`src/rtl/sum_recover_sub.sv`:
```
// Recovers B = Result - A from a registered sum using a chunked ripple-borrow subtractor.
// Flags negative differences and differences that overflow DATA_W bits.
module sum_recover_sub #(
   parameter int unsigned DATA_W  = 32,
   parameter int unsigned RES_W   = 40,
   parameter int unsigned CHUNK_W = 8
) (
   input  logic              clk,
   input  logic              nRST,
   input  logic              in_valid,
   output logic              in_ready,
   input  logic [RES_W-1:0]  Result_in,
   input  logic [DATA_W-1:0] A_in,
   output logic              out_valid,
   input  logic              out_ready,
   output logic [DATA_W-1:0] B_out,
   output logic              err_neg,
   output logic              err_range
);

   localparam int unsigned NCHUNK = RES_W / CHUNK_W;
   localparam int unsigned IDX_W  = $clog2(NCHUNK + 1);

   typedef enum logic [1:0] {IDLE, BUSY, DONE} state_t;

   state_t             state;
   logic [RES_W-1:0]   r_q;
   logic [RES_W-1:0]   a_q;
   logic [RES_W-1:0]   diff_q;
   logic [RES_W-1:0]   diff_nxt;
   logic [IDX_W-1:0]   idx;
   logic               borrow;
   logic [CHUNK_W:0]   step;
   logic               last;

   // Operands shift right one chunk per cycle; the difference fills in from the top,
   // so after NCHUNK steps it is fully assembled and aligned.
   always_comb begin
      step = {1'b0, r_q[CHUNK_W-1:0]} - {1'b0, a_q[CHUNK_W-1:0]} - (CHUNK_W+1)'(borrow);
      diff_nxt = {step[CHUNK_W-1:0], diff_q[RES_W-1:CHUNK_W]};
      last = (idx == IDX_W'(NCHUNK - 1));
   end

   // Accept only in IDLE and never while reset is held.
   assign in_ready = (state == IDLE) && !nRST;

   always_ff @(posedge clk) begin
      if (nRST) begin
         state     <= IDLE;
         r_q       <= '0;
         a_q       <= '0;
         diff_q    <= '0;
         idx       <= '0;
         borrow    <= 1'b0;
         out_valid <= 1'b0;
         B_out     <= '0;
         err_neg   <= 1'b0;
         err_range <= 1'b0;
      end else begin
         case (state)
            IDLE: begin
               if (in_valid) begin
                  r_q    <= Result_in;
                  a_q    <= RES_W'(A_in);
                  diff_q <= '0;
                  idx    <= '0;
                  borrow <= 1'b0;
                  state  <= BUSY;
               end
            end
            BUSY: begin
               r_q    <= r_q >> CHUNK_W;
               a_q    <= a_q >> CHUNK_W;
               diff_q <= diff_nxt;
               borrow <= step[CHUNK_W];
               idx    <= idx + IDX_W'(1);
               if (last) begin
                  B_out     <= diff_nxt[DATA_W-1:0];
                  err_neg   <= step[CHUNK_W];
                  err_range <= !step[CHUNK_W] && (|(diff_nxt >> DATA_W));
                  out_valid <= 1'b1;
                  state     <= DONE;
               end
            end
            DONE: begin
               if (out_ready) begin
                  out_valid <= 1'b0;
                  state     <= IDLE;
               end
            end
            default: state <= IDLE;
         endcase
      end
   end

endmodule

```
`config.mk`:
```
export PLATFORM = sky130hd
export DESIGN_NAME = sum_recover_sub
export DESIGN_NICKNAME = d
export VERILOG_FILES = /design/src/rtl/sum_recover_sub.sv
export SDC_FILE = /design/constraint.sdc
export NUM_CORES = 1
export LEC_CHECK = 0
export ABC_CLOCK_PERIOD_IN_PS = 3550
export BUFFER_PORTS_ARGS = -buffer_cell sky130_fd_sc_hd__buf_2
export CORE_ASPECT_RATIO = 0.7
export CORE_MARGIN = 1.5
export CORE_UTILIZATION = 55
export DETAILED_ROUTE_END_ITERATION = 8
export GPL_ROUTABILITY_DRIVEN = 0
export PLACE_DENSITY = 0.79
export SYNTH_ARGS = -nofsm -noshare
export SYNTH_HDL_FRONTEND = slang
export SYNTH_SLANG_ARGS = --single-unit
```
`constraint.sdc`:
```
create_clock -name clk -period 3.55 [get_ports clk]
set_clock_uncertainty 0.05 [all_clocks]
set_input_delay 0.71 -clock clk [delete_from_list [all_inputs] [get_ports clk]]
set_output_delay 0.71 -clock clk [all_outputs]
set_load 0.05 [all_outputs]
```
==> metrics.md <==
| Metric | Value |
|---|---|
| Minimum clock period | around 2.8 ns |
| Worst Path Buf+Inv | 1 |
| Synth area leaders | dfxtp_1, nor2_1, a21oi_1, a22oi_1, nor2b_1 |
| Vias per inst | 5.289 |
| Area growth syn-to-layout | 18.25% |
| HPWL after DPL | ~9.3 mm |
| Core Region | ~11000 sq um |
| Hold depth | 2 |
| Hold endpoint | B_out[6] |
| Root buffer cell | clkbuf_16 |
| Latest clock arrival within the worst-skew pair | 0.42 ns |
| Critical Path, Cell by Cell | inv_1 > fa_1 > fa_1 > nand2b_2 > a2111oi_4 > nor3_2 > or4_1 > o211a_1 |
| Worst-path clk slew | 0.06 ns |
| HP Class | reg2reg |
| Reg-to-reg endpoint | err_range |
| Hold Crit Start | B_out[6] |
| Final worst slack | 0.7172 ns |
| Share of cells above drive strength 1 | ~18% |
| IO Port Bufs | approximately 110 |
| Slew Limit Headroom | between 20% and 30% |
| DRT Pass-1 Iters | 6 |
| Residual DRC count | 0 |
| CTS Buffer Depth | 2 |
| Congestion Overflow GR | 0 |
| RR Startpoint | a_q[0] |
| Depth of the most critical reg-to-reg path | 8 |
| Hold_buf cts | 0 |
| Cts bufs inserted | 17 |
| PostCTS Resize Cnt | 0 |
| Fin nets | 1011 |
| Final Max Slew Viols | 0 |
| N_diodes | 0 |
| Largest net degree at the start of global routing | roughly 150 |
| Drt total wl | 14.74 mm |
| Pre-CTS WS | between 0.7 and 0.8 ns |
| Maximum vdd ir drop | approximately 0.00037 V |
| Crit start category | register |
| Number of setup buffers added after CTS | 0 |
| Initial antenna violation count | 1 |
| F_max | 353.0 MHz |
| Worst-path fanout max | 4 |
| Post-synth EDFFs | 0 |
| H-Tree Depth | 4 |
| Crit. End Element | register |
| Reg2Reg Setup Slack | 0.72 ns |
| Final setup violation count | 0 |
| Power per cell area | approximately 550 nW/um^2 |
| Hold Vio Cnt, Final | 0 |
| Vias | 5728 |
| # rows | 32 |
| 1st-iter DRT viols | 470 |
| Worst EP required | 3.81 ns |
| #FFs+latches synth | about 150 |
| Drt wl/cell | approximately 14 um |
| Slowest stage delay, CP | about 0.50 ns |
| Crit path DAT | approximately 3.1 ns |
| Final ANT Viol Nets | 0 |
| Cell Area, Synth | roughly 6500 sq um |
| Synth warn | 0 |
| Final period util | about four fifths |
| Vias in the first global route | 5214 |
| Global-route usage over all layers | between 20% and 30% |
| Max Cap Viol | 0 |
| Setup TNS | 0 ns |
| Largest area contributor in the netlist | dfxtp_1 |
| Netlist cell types | between 40 and 50 |
| Status | completed |
| Global-route wire length before repair | 24.70 mm |
| Clock sinks | 145 |
| Delay-heaviest family, CP | adder cells |
| Most frequent cells in the layout | nor2_1, dfxtp_1, buf_2 |
| Measured slew at the worst slew-check pin | about 1.1 ns |
| Most common cell after layout, fill and taps aside | nor2_1 |
| Pleak | roughly 0.0033 uW |
| Setup CP Type | reg2reg |
| Die area | 12400 sq um |
| Seq/Total Area, Yosys | between 40% and 50% |
| I/O pins | about 110 |
| Ys async rst share | 0% |
| Syn_nets | roughly 940 |
| Initial Utilization | 57.54% |
| Max stage delay cell, worst path | or4_1 |
| Yosys top cell area share | 45.00% |
| CP dominant cell by count | fa_1 |
| Die height | ~94 um |
| Post-synthesis instance total | about 840 |
| Post-synth top flop | dfxtp_1 |
| Syn Area/Cell | 7.644 sq um |
| CTS tree | built |
| Die X | 132.4 um |
| Unrepaired setup endpoints after global routing | no |
-- per-stage QoR --
stage / hold slack [ns] / util [%] / cells / power [uW] / cell area [sq um]
4_1_cts: 0.4054 / 68.05 / 1083 / 4237 / 7629
2_1_floorplan: 0.3824 / - / 844 / 2315 / 6451
6_report: 0.4019 / 68.05 / 1083 / 4226 / 7629
3_3_place_gp: 0.3916 / 62.78 / 1051 / 2464 / 7038
3_5_place_dp: 0.3959 / 62.78 / 1051 / 2473 / 7038
5_1_grt: 0.4238 / 68.05 / 1083 / 4415 / 7629
-- where the power goes --
part | switching, uW | internal (uW)
registers | 67.7 | 1720
clock network | 670 | 1110
logic | 380 | 281
-- sequential cells by signal (all words and copies together) (netlist names) --
register	flops
state	2
err_neg	1
B_out	32
r_q	40
borrow	1
idx	3
out_valid	1
diff_q	32
err_range	1
a_q	32
-- synth_stat cells, drive strengths merged, types with 5 or more instances --
master,number
o21ai,5
clkbuf,51
a22oi,49
nor2,220
a21oi,95
buf,16
nor3,50
a211oi,8
nor2b,59
inv,24
dfxtp,145
nand2,70
ha,16
-- routing by layer --
metal  part of all wire [%]  wire length [um]  track usage (%)  vias to the layer above
met5                      0                 0                0                        -
met4                   0.88               129            6.685                        0
met3                    5.9               875            5.583                       12
met2                     42              6241            37.30                      142
met1                     51              7491            35.76                     2636
li1                       -                 -                -                     2938
-- layout make-up --
type / count / area, sq um
Tap cell: 153 / 191.4
Fill cell: 952 / 3582
Clock inverter: 9 / 102.6
Inverter: 24 / 90.09
Timing Repair Buffer: 121 / 645.6
Sequential cell: 145 / 2908
Multi-Input combinational cell: 608 / 3203
Clock buffer: 23 / 488.0
-- worst reg2reg max path, cell delays in order (launching register included) --
cell and delay, ns:
dfxtp_1 0.30, inv_1 0.06, fa_1 0.43, fa_1 0.40, nand2b_2 0.23, a2111oi_4 0.46, nor3_2 0.07, or4_1 0.50
o211a_1 0.21
-- how the worst max path moves through the flow --
stage / start / end / cells after the start
2_1_floorplan: nRST / in_ready / 3
6_report: a_q[0] / err_range / 8
3_3_place_gp: a_q[0] / err_range / 8
5_1_grt: a_q[0] / err_range / 8
4_1_cts: a_q[0] / err_range / 8
3_5_place_dp: r_q[0] / err_range / 7
-- cell families after synthesis --
| kind of cell | Yosys count | share of synthesized area [%] |
|---|---|---|
| AO/OA/AOI/OAI | 170 | 16.41 |
| multiplexers | 2 | 0.3297 |
| flip-flops | 145 | 45.00 |
| AND/OR/NAND/NOR | 413 | 28.39 |
| XOR/XNOR | 5 | 0.6789 |
| buffers and inverters | 91 | 5.469 |
| adder cells (fa/ha/maj) | 18 | 3.724 |
No activity file was read; power rests on OpenSTA's default activity.
